## src/rtl/hazard_ctrl_gen2_if.sv

```systemverilog
// hazard_ctrl_gen2_if
//   Bundles every pipeline-facing signal of the hazard controller.
//   slave  : the hazard controller side (status in, controls out).
//   master : the pipeline / datapath side (status out, controls in).
//
//   Status (pipeline -> controller):
//     ihit, dhit            memory hit strobes
//     dmemREN, dmemWEN      outstanding data-memory request
//     halt_wb               HALT opcode in WB
//     opcode_if_id, func_if_id, rs_if_id, rt_if_id   decode-stage fields
//     rt_id_ex, dren_id_ex  execute-stage load destination / load flag
//     opcode_ex_mem, zero_ex_mem                     resolving branch
//   Controls (controller -> pipeline):
//     pcsrc                 PC mux select
//     enable_*, flush_*     pipeline latch enables / synchronous clears
//     halted                sticky halt indicator
//     stall_cnt, flush_cnt  performance counters
interface hazard_ctrl_gen2_if #(
  parameter int unsigned REG_AW = 5,
  parameter int unsigned CNT_W  = 32
);
  logic              ihit;
  logic              dhit;
  logic              dmemREN;
  logic              dmemWEN;
  logic              halt_wb;
  logic [5:0]        opcode_if_id;
  logic [5:0]        func_if_id;
  logic [REG_AW-1:0] rs_if_id;
  logic [REG_AW-1:0] rt_if_id;
  logic [REG_AW-1:0] rt_id_ex;
  logic              dren_id_ex;
  logic [5:0]        opcode_ex_mem;
  logic              zero_ex_mem;

  logic [2:0]        pcsrc;
  logic              enable_pc;
  logic              enable_if_id;
  logic              enable_id_ex;
  logic              enable_ex_mem;
  logic              enable_mem_wb;
  logic              flush_if_id;
  logic              flush_id_ex;
  logic              flush_ex_mem;
  logic              flush_mem_wb;
  logic              halted;
  logic [CNT_W-1:0]  stall_cnt;
  logic [CNT_W-1:0]  flush_cnt;

  modport slave (
    input  ihit, dhit, dmemREN, dmemWEN, halt_wb,
           opcode_if_id, func_if_id, rs_if_id, rt_if_id,
           rt_id_ex, dren_id_ex, opcode_ex_mem, zero_ex_mem,
    output pcsrc, enable_pc, enable_if_id, enable_id_ex, enable_ex_mem,
           enable_mem_wb, flush_if_id, flush_id_ex, flush_ex_mem,
           flush_mem_wb, halted, stall_cnt, flush_cnt
  );

  modport master (
    output ihit, dhit, dmemREN, dmemWEN, halt_wb,
           opcode_if_id, func_if_id, rs_if_id, rt_if_id,
           rt_id_ex, dren_id_ex, opcode_ex_mem, zero_ex_mem,
    input  pcsrc, enable_pc, enable_if_id, enable_id_ex, enable_ex_mem,
           enable_mem_wb, flush_if_id, flush_id_ex, flush_ex_mem,
           flush_mem_wb, halted, stall_cnt, flush_cnt
  );
endinterface

```

## src/rtl/hazard_ctrl_gen2.sv

```systemverilog
// hazard_ctrl_gen2
//   Hazard controller for the 5-stage MIPS pipeline. Generates latch
//   enables/flushes and the PC source select. Branches are predicted taken
//   in IF/ID and resolved in EX/MEM; J/JAL/JR redirect from IF/ID. A load-use
//   hazard inserts LD_USE_STALLS bubbles (1..3), a HALT in WB freezes the
//   pipeline until reset.
//
//   Ports:
//     CLK   pipeline clock, rising edge
//     nRST  asynchronous active-low reset
//     hz    hazard_ctrl_gen2_if.slave (all status inputs / control outputs)
//
//   Parameters: LD_USE_STALLS (1..3), REG_AW (register index width),
//               CNT_W (performance counter width).
//
//   Build option: define HAZARD_PERF_CNT_EN to build the saturating
//   stall_cnt / flush_cnt counters; otherwise both read 0.
module hazard_ctrl_gen2 #(
  parameter int unsigned LD_USE_STALLS = 1,
  parameter int unsigned REG_AW        = 5,
  parameter int unsigned CNT_W         = 32
) (
  input logic              CLK,
  input logic              nRST,
  hazard_ctrl_gen2_if.slave hz
);

  // PC mux encodings (data_path_muxs_pkg values)
  localparam logic [2:0] SEL_LOAD_NXT_INSTR     = 3'd0;
  localparam logic [2:0] SEL_LOAD_BR_ADDR       = 3'd1;
  localparam logic [2:0] SEL_LOAD_NXT_PC_EX_MEM = 3'd2;
  localparam logic [2:0] SEL_LOAD_JMP_ADDR      = 3'd3;
  localparam logic [2:0] SEL_LOAD_JR_ADDR       = 3'd4;

  localparam logic [5:0] OP_RTYPE = 6'h00;
  localparam logic [5:0] OP_J     = 6'h02;
  localparam logic [5:0] OP_JAL   = 6'h03;
  localparam logic [5:0] OP_BEQ   = 6'h04;
  localparam logic [5:0] OP_BNE   = 6'h05;
  localparam logic [5:0] FUNC_JR  = 6'h08;

  typedef enum logic [1:0] {IDLE, LD_STALL, HALTED} state_t;

  state_t     state_q, state_d;
  logic [1:0] rem_q, rem_d;   // bubbles still owed after the detection cycle

  logic move;
  logic halt_act;
  logic mispredict;
  logic ld_use_det;
  logic rule_freeze;
  logic rule_mispredict;
  logic rule_ld_use;

  assign move = hz.ihit & ~((hz.dmemREN | hz.dmemWEN) & ~hz.dhit) & ~hz.halt_wb;

  // halt_wb takes effect in the same cycle it is seen, not only once latched
  assign halt_act = (state_q == HALTED) | hz.halt_wb;

  assign mispredict = ((hz.opcode_ex_mem == OP_BEQ) & ~hz.zero_ex_mem) |
                      ((hz.opcode_ex_mem == OP_BNE) &  hz.zero_ex_mem);

  // A load into $zero never creates a real dependency
  assign ld_use_det = hz.dren_id_ex & (hz.rt_id_ex != REG_AW'(0)) &
                      ((hz.rt_id_ex == hz.rs_if_id) | (hz.rt_id_ex == hz.rt_if_id));

  // Priority-resolved rule activity, shared by the output logic and counters
  assign rule_freeze     = ~halt_act & ~move;
  assign rule_mispredict = ~halt_act & move & mispredict;
  assign rule_ld_use     = ~halt_act & move & ~mispredict &
                           ((state_q == LD_STALL) | ((state_q == IDLE) & ld_use_det));

  // NOTE: sequential state uses non-blocking assignments so every register
  // samples the pre-edge values, regardless of process evaluation order.
  always_ff @(posedge CLK or negedge nRST) begin
    if (!nRST) begin
      state_q <= IDLE;
      rem_q   <= 2'd0;
    end else begin
      state_q <= state_d;
      rem_q   <= rem_d;
    end
  end

  // NOTE: every variable driven here gets a default first, so no path can
  // leave one unassigned and infer a latch.
  always_comb begin
    hz.pcsrc         = SEL_LOAD_NXT_INSTR;
    hz.enable_pc     = move;
    hz.enable_if_id  = move;
    hz.enable_id_ex  = move;
    hz.enable_ex_mem = move;
    hz.enable_mem_wb = move;
    hz.flush_if_id   = 1'b0;
    hz.flush_id_ex   = 1'b0;
    hz.flush_ex_mem  = 1'b0;
    hz.flush_mem_wb  = 1'b0;
    hz.halted        = halt_act;
    state_d          = state_q;
    rem_d            = rem_q;

    if (halt_act) begin
      // HALTED may coexist with ihit=1, so move alone does not stop it
      hz.enable_pc     = 1'b0;
      hz.enable_if_id  = 1'b0;
      hz.enable_id_ex  = 1'b0;
      hz.enable_ex_mem = 1'b0;
      hz.enable_mem_wb = 1'b0;
      state_d          = HALTED;
    end else if (rule_freeze) begin
      // enables already 0 via move; state and remaining count hold
    end else if (rule_mispredict) begin
      hz.pcsrc        = SEL_LOAD_NXT_PC_EX_MEM;
      hz.flush_if_id  = 1'b1;
      hz.flush_id_ex  = 1'b1;
      hz.flush_ex_mem = 1'b1;
      state_d         = IDLE;
      rem_d           = 2'd0;
    end else if (rule_ld_use) begin
      hz.enable_pc    = 1'b0;
      hz.enable_if_id = 1'b0;
      hz.flush_id_ex  = 1'b1;
      if (state_q == LD_STALL) begin
        rem_d = rem_q - 2'd1;
        if (rem_q == 2'd1) state_d = IDLE;
      end else if (LD_USE_STALLS > 1) begin
        // the detection cycle is the first bubble
        rem_d   = 2'(LD_USE_STALLS - 1);
        state_d = LD_STALL;
      end
    end else if ((hz.opcode_if_id == OP_J) || (hz.opcode_if_id == OP_JAL)) begin
      hz.pcsrc       = SEL_LOAD_JMP_ADDR;
      hz.flush_if_id = 1'b1;
    end else if ((hz.opcode_if_id == OP_RTYPE) && (hz.func_if_id == FUNC_JR)) begin
      hz.pcsrc       = SEL_LOAD_JR_ADDR;
      hz.flush_if_id = 1'b1;
    end else if ((hz.opcode_if_id == OP_BEQ) || (hz.opcode_if_id == OP_BNE)) begin
      hz.pcsrc       = SEL_LOAD_BR_ADDR;
      hz.flush_if_id = 1'b1;
    end
  end

`ifdef HAZARD_PERF_CNT_EN
  logic [CNT_W-1:0] stall_cnt_q;
  logic [CNT_W-1:0] flush_cnt_q;

  // Counters saturate at all-ones rather than wrapping
  always_ff @(posedge CLK or negedge nRST) begin
    if (!nRST) begin
      stall_cnt_q <= '0;
      flush_cnt_q <= '0;
    end else begin
      if ((rule_freeze || rule_ld_use) && (stall_cnt_q != '1))
        stall_cnt_q <= stall_cnt_q + CNT_W'(1);
      if (rule_mispredict && (flush_cnt_q != '1))
        flush_cnt_q <= flush_cnt_q + CNT_W'(1);
    end
  end

  assign hz.stall_cnt = stall_cnt_q;
  assign hz.flush_cnt = flush_cnt_q;
`else
  assign hz.stall_cnt = CNT_W'(0);
  assign hz.flush_cnt = CNT_W'(0);
`endif

endmodule

```

## src/flat_wrapper.sv

```systemverilog
// flat-port wrapper written by rule: the top's interface ports become plain ports
module hazard_ctrl_gen2_flat 
#(
  parameter int unsigned LD_USE_STALLS = 1,
  parameter int unsigned REG_AW        = 5,
  parameter int unsigned CNT_W         = 32
)
  (CLK, nRST, hz_ihit, hz_dhit, hz_dmemREN, hz_dmemWEN, hz_halt_wb, hz_opcode_if_id, hz_func_if_id, hz_rs_if_id, hz_rt_if_id, hz_rt_id_ex, hz_dren_id_ex, hz_opcode_ex_mem, hz_zero_ex_mem, hz_pcsrc, hz_enable_pc, hz_enable_if_id, hz_enable_id_ex, hz_enable_ex_mem, hz_enable_mem_wb, hz_flush_if_id, hz_flush_id_ex, hz_flush_ex_mem, hz_flush_mem_wb, hz_halted, hz_stall_cnt, hz_flush_cnt);
  hazard_ctrl_gen2_if #(.REG_AW(REG_AW), .CNT_W(CNT_W)) hz_i ();
  input logic CLK;
  input logic nRST;
  input wire logic [$bits(hz_i.ihit)-1:0] hz_ihit;
  input wire logic [$bits(hz_i.dhit)-1:0] hz_dhit;
  input wire logic [$bits(hz_i.dmemREN)-1:0] hz_dmemREN;
  input wire logic [$bits(hz_i.dmemWEN)-1:0] hz_dmemWEN;
  input wire logic [$bits(hz_i.halt_wb)-1:0] hz_halt_wb;
  input wire logic [$bits(hz_i.opcode_if_id)-1:0] hz_opcode_if_id;
  input wire logic [$bits(hz_i.func_if_id)-1:0] hz_func_if_id;
  input wire logic [$bits(hz_i.rs_if_id)-1:0] hz_rs_if_id;
  input wire logic [$bits(hz_i.rt_if_id)-1:0] hz_rt_if_id;
  input wire logic [$bits(hz_i.rt_id_ex)-1:0] hz_rt_id_ex;
  input wire logic [$bits(hz_i.dren_id_ex)-1:0] hz_dren_id_ex;
  input wire logic [$bits(hz_i.opcode_ex_mem)-1:0] hz_opcode_ex_mem;
  input wire logic [$bits(hz_i.zero_ex_mem)-1:0] hz_zero_ex_mem;
  output wire logic [$bits(hz_i.pcsrc)-1:0] hz_pcsrc;
  output wire logic [$bits(hz_i.enable_pc)-1:0] hz_enable_pc;
  output wire logic [$bits(hz_i.enable_if_id)-1:0] hz_enable_if_id;
  output wire logic [$bits(hz_i.enable_id_ex)-1:0] hz_enable_id_ex;
  output wire logic [$bits(hz_i.enable_ex_mem)-1:0] hz_enable_ex_mem;
  output wire logic [$bits(hz_i.enable_mem_wb)-1:0] hz_enable_mem_wb;
  output wire logic [$bits(hz_i.flush_if_id)-1:0] hz_flush_if_id;
  output wire logic [$bits(hz_i.flush_id_ex)-1:0] hz_flush_id_ex;
  output wire logic [$bits(hz_i.flush_ex_mem)-1:0] hz_flush_ex_mem;
  output wire logic [$bits(hz_i.flush_mem_wb)-1:0] hz_flush_mem_wb;
  output wire logic [$bits(hz_i.halted)-1:0] hz_halted;
  output wire logic [$bits(hz_i.stall_cnt)-1:0] hz_stall_cnt;
  output wire logic [$bits(hz_i.flush_cnt)-1:0] hz_flush_cnt;
  assign hz_i.ihit = hz_ihit;
  assign hz_i.dhit = hz_dhit;
  assign hz_i.dmemREN = hz_dmemREN;
  assign hz_i.dmemWEN = hz_dmemWEN;
  assign hz_i.halt_wb = hz_halt_wb;
  assign hz_i.opcode_if_id = hz_opcode_if_id;
  assign hz_i.func_if_id = hz_func_if_id;
  assign hz_i.rs_if_id = hz_rs_if_id;
  assign hz_i.rt_if_id = hz_rt_if_id;
  assign hz_i.rt_id_ex = hz_rt_id_ex;
  assign hz_i.dren_id_ex = hz_dren_id_ex;
  assign hz_i.opcode_ex_mem = hz_opcode_ex_mem;
  assign hz_i.zero_ex_mem = hz_zero_ex_mem;
  assign hz_pcsrc = hz_i.pcsrc;
  assign hz_enable_pc = hz_i.enable_pc;
  assign hz_enable_if_id = hz_i.enable_if_id;
  assign hz_enable_id_ex = hz_i.enable_id_ex;
  assign hz_enable_ex_mem = hz_i.enable_ex_mem;
  assign hz_enable_mem_wb = hz_i.enable_mem_wb;
  assign hz_flush_if_id = hz_i.flush_if_id;
  assign hz_flush_id_ex = hz_i.flush_id_ex;
  assign hz_flush_ex_mem = hz_i.flush_ex_mem;
  assign hz_flush_mem_wb = hz_i.flush_mem_wb;
  assign hz_halted = hz_i.halted;
  assign hz_stall_cnt = hz_i.stall_cnt;
  assign hz_flush_cnt = hz_i.flush_cnt;
  hazard_ctrl_gen2 #(.LD_USE_STALLS(LD_USE_STALLS), .REG_AW(REG_AW), .CNT_W(CNT_W)) u_core (.CLK(CLK), .nRST(nRST), .hz(hz_i));
endmodule
```

## config.mk

```make
export PLATFORM = sky130hd
export DESIGN_NAME = hazard_ctrl_gen2_flat
export DESIGN_NICKNAME = d
export VERILOG_FILES = /design/src/rtl/hazard_ctrl_gen2_if.sv /design/src/rtl/hazard_ctrl_gen2.sv /design/src/flat_wrapper.sv
export SDC_FILE = /design/constraint.sdc
export NUM_CORES = 1
export LEC_CHECK = 0
export CORE_ASPECT_RATIO = 1.4
export CORE_MARGIN = 2
export CORE_UTILIZATION = 27
export DETAILED_ROUTE_END_ITERATION = 10
export PLACE_DENSITY = 0.88
export SLEW_MARGIN = 0
export SYNTH_ARGS = -nofsm -noshare
export SYNTH_HDL_FRONTEND = slang
export SYNTH_SLANG_ARGS = --single-unit
```

## constraint.sdc

```tcl
create_clock -name CLK -period 6.5 [get_ports CLK]
set_input_delay 1.95 -clock CLK [delete_from_list [all_inputs] [get_ports CLK]]
set_output_delay 1.95 -clock CLK [all_outputs]
set_load 0.01 [all_outputs]
```

==> results of run 1 <==
-- power breakdown --
part | total [W] | internal, W | switching (W)
registers | 0.00000634 | 0.00000634 | 0.0000000000000000000176
logic | 0.0000542 | 0.0000267 | 0.0000275
clock network | 0 | 0 | 0
-- synthesized netlist by cell type --
master	instances	area, sq um
nor4b_1	1	8.76
xnor2_1	6	52.6
o211ai_4	1	21.3
conb_1	1	3.75
buf_4	68	510
and2b_4	1	10.0
nor3_1	3	15.0
a21oi_1	1	5.00
nand3_2	1	10.0
or4b_4	1	13.8
a211oi_4	1	20.0
or4_1	2	15.0
or2_1	1	6.26
dfrtp_1	1	25.0
nor2_1	3	11.3
xor2_1	6	52.6
nand3_1	2	10.0
a31oi_1	1	6.26
inv_1	3	11.3
nor4_1	5	31.3
and3_1	1	6.26
nor2_4	1	11.3
a211oi_1	1	7.51
-- cell usage in the layout, fill, tap and decap left out, types with 2 or more instances in the layout --
| cell type | count |
|---|---|
| nand3_1 | 2 |
| clkdlybuf4s50_1 | 53 |
| xnor2_1 | 6 |
| inv_1 | 3 |
| nor4_1 | 5 |
| conb_1 | 65 |
| xor2_1 | 6 |
| nor3_1 | 3 |
| or4_1 | 2 |
| nor2_1 | 3 |
-- metal layers --
layer	track usage [%]	up-vias	wire length (um)
li1	-	333	-
met1	7.08	313	437
met2	18.8	79	1040
met3	0.211	0	252
met4	0	0	0
met5	0	-	0
-- final timing paths --
kind | endpoint
setup / recovery | hz_pcsrc[2]
min in group asynchronous | u_core.state_q[1]$_DFFE_PN0P_
max in group asynchronous | u_core.state_q[1]$_DFFE_PN0P_
setup reg to reg | u_core.state_q[1]$_DFFE_PN0P_
hold / removal | u_core.state_q[1]$_DFFE_PN0P_
hold reg to reg | u_core.state_q[1]$_DFFE_PN0P_
-- through the flow --
stage           power, W  setup slack, ps  hold slack [ps]  utilization, %  area [sq um]
5_1_grt        0.0000655              232              556            38.2          1180
4_1_cts        0.0000600              324              549            38.2          1180
2_1_floorplan  0.0000601             1270              491               -          1100
6_report       0.0000606              363              544            38.2          1180
3_3_place_gp   0.0000590              422              513            38.2          1180
3_5_place_dp   0.0000600              321              550            38.2          1180
-- kinds of logic (layout without fill, tap and decap cells) --
logic type / after synthesis / in the layout
AO/OA/AOI/OAI: 5 / 5
XOR/XNOR: 12 / 12
buffers and inverters: 71 / 57
flip-flops: 1 / 1
other: 1 / 65
AND/OR/NAND/NOR: 22 / 22
-- area by class of cell --
class / count / area (sq um) / area share, %
Inverter: 3 / 11.3 / 0.953
Tap cell: 39 / 48.8 / 4.13
Timing Repair Buffer: 54 / 538 / 45.6
Sequential cell: 1 / 25.0 / 2.12
Multi-Input combinational cell: 104 / 558 / 47.2
-- critical path: cells and delay by family --
kind | cells | cell delay, ps
buffers and inverters | 2 | 1060
and+or+nand+nor | 4 | 1120
AOI/OAI and AO/OA | 1 | 50
==> impl_metrics.yaml, run 1 <==
finish:
  largestRegisters: "u_core.state_q x1"
  fillers: 324
  antenna_cells: 0
  final_cells: 201
  largest_reg_flops: 1
  drive_gt1_share_pct: 4.32
  regMostFlops: "u_core.state_q"
  final_nets: 206
  area_growth_pct: 36.6
worst_setup_path:
  arrival_ps: 4190
  required_ps: 4550
  cp_common_cell: "clkdlybuf4s50_1"
  reg2reg_slack_ps: 5760
  cp-startpoint: "hz_rt_id_ex[1]"
  rr_worst_depth: 2
  path_class: "input port to output pin"
  slowest_delay_ps: 590
  crit_chain: "clkdlybuf4s50_1 > or4_1 > nor2_1 > or4b_4 > a211oi_4 > nor4_1 > clkdlybuf4s50_1"
  start_kind: "input port"
  critPathSlowestCell: "clkdlybuf4s50_1"
  r2r-start: "u_core.state_q[1]$_DFFE_PN0P_"
  critPathMaxFanout: 6
  endpoint_kind: "output pin"
clocking:
  clk_latency_ps: 0
  post-cts-setup-buffers: 0
  clkTransAtPathRegs_ps: 0
  postCtsHoldBufs: 0
  cts-resized-gates: 0
placed_design:
  place_congestion: 0.649
  placed_cells: 201
  io_buffers: 53
  dp_hpwl_mm: 1.70
min_path:
  holdPathStages: 2
  hold_path_class: "register to register"
  hp-start: "u_core.state_q[1]$_DFFE_PN0P_"
yosys:
  ys_seq_elements: 1
  synth-adder-area-share_pct: 0
  synth_top_family_by_area: "buffers and inverters"
  synthSimpleGateAreaFrac_pct: 17.2
  ys_warn_count: 0
  postSynthCellCount: 112
  ys_seq_area_share_pct: 2.89
  synth_cell_types: 23
  syn_area_per_cell_sq_um: 7.72
  yosys.area_share.xor_xnor_pct: 12.2
  syn_area_sq_um: 865
  synth_compound_area_share_pct: 6.95
  synth_mux_area_share_pct: 0
routing:
  wl_mm: 1.73
  drtIter0Drc: 0
  via_count: 725
  viasPerCell: 3.61
  drc: 0
  dr.pass1.iters: 1
  routedWlPerCell_um: 8.59
  antenna_left: 0
power_and_ir_drop:
  power_density_nw_per_um2: 51.3
  ir_worst_vdd_mv: 0.0265
  p_leak_nw: 0.514
global_routing:
  grt_pass1_wl_mm: 2.38
  antenna_found_initial: 0
  grt_max_degree: 8
  grt_pass1_vias: 563
  grt_overflow: 0
  grt.total_usage_pct: 8.02
timing:
  fin_crit_ps: 6140
  hold_violations: 0
  finalSetupViolCount: 0
  worst_clock_skew_ps: 0
  finalCritPeriodShare_pct: 94.4
  final.setup.tns_ps: 0
  rsz0062_at_grt: "no"
  slew_violations: 0
  fmax_mhz: 163
status:
  status: "complete, no violations"
floorplan:
  rows: 24
  chipWidth_um: 51.8
  die_h_um: 71.0
  initial_core_util_pct: 28.0
  core_sq_um: 3090
  dieArea_sq_um: 3680
  io_pins: 119
flow_run:
  max-cap-violations: 0
Note: power is estimated with default switching activity, not from simulation.
==> run 2, diff against run 1 <==
--- a/config.mk
+++ b/config.mk
@@ -8,7 +8,10 @@
 export CORE_ASPECT_RATIO = 1.4
 export CORE_MARGIN = 2
 export CORE_UTILIZATION = 27
+export CTS_BUF_LIST = sky130_fd_sc_hd__clkbuf_2
+export CTS_CLUSTER_SIZE = 28
 export DETAILED_ROUTE_END_ITERATION = 10
+export GPL_ROUTABILITY_DRIVEN = 0
 export PLACE_DENSITY = 0.88
 export SLEW_MARGIN = 0
 export SYNTH_ARGS = -nofsm -noshare
==> results of run 2 <==
Final layout, timing and power as in run 1 (identical DEF).
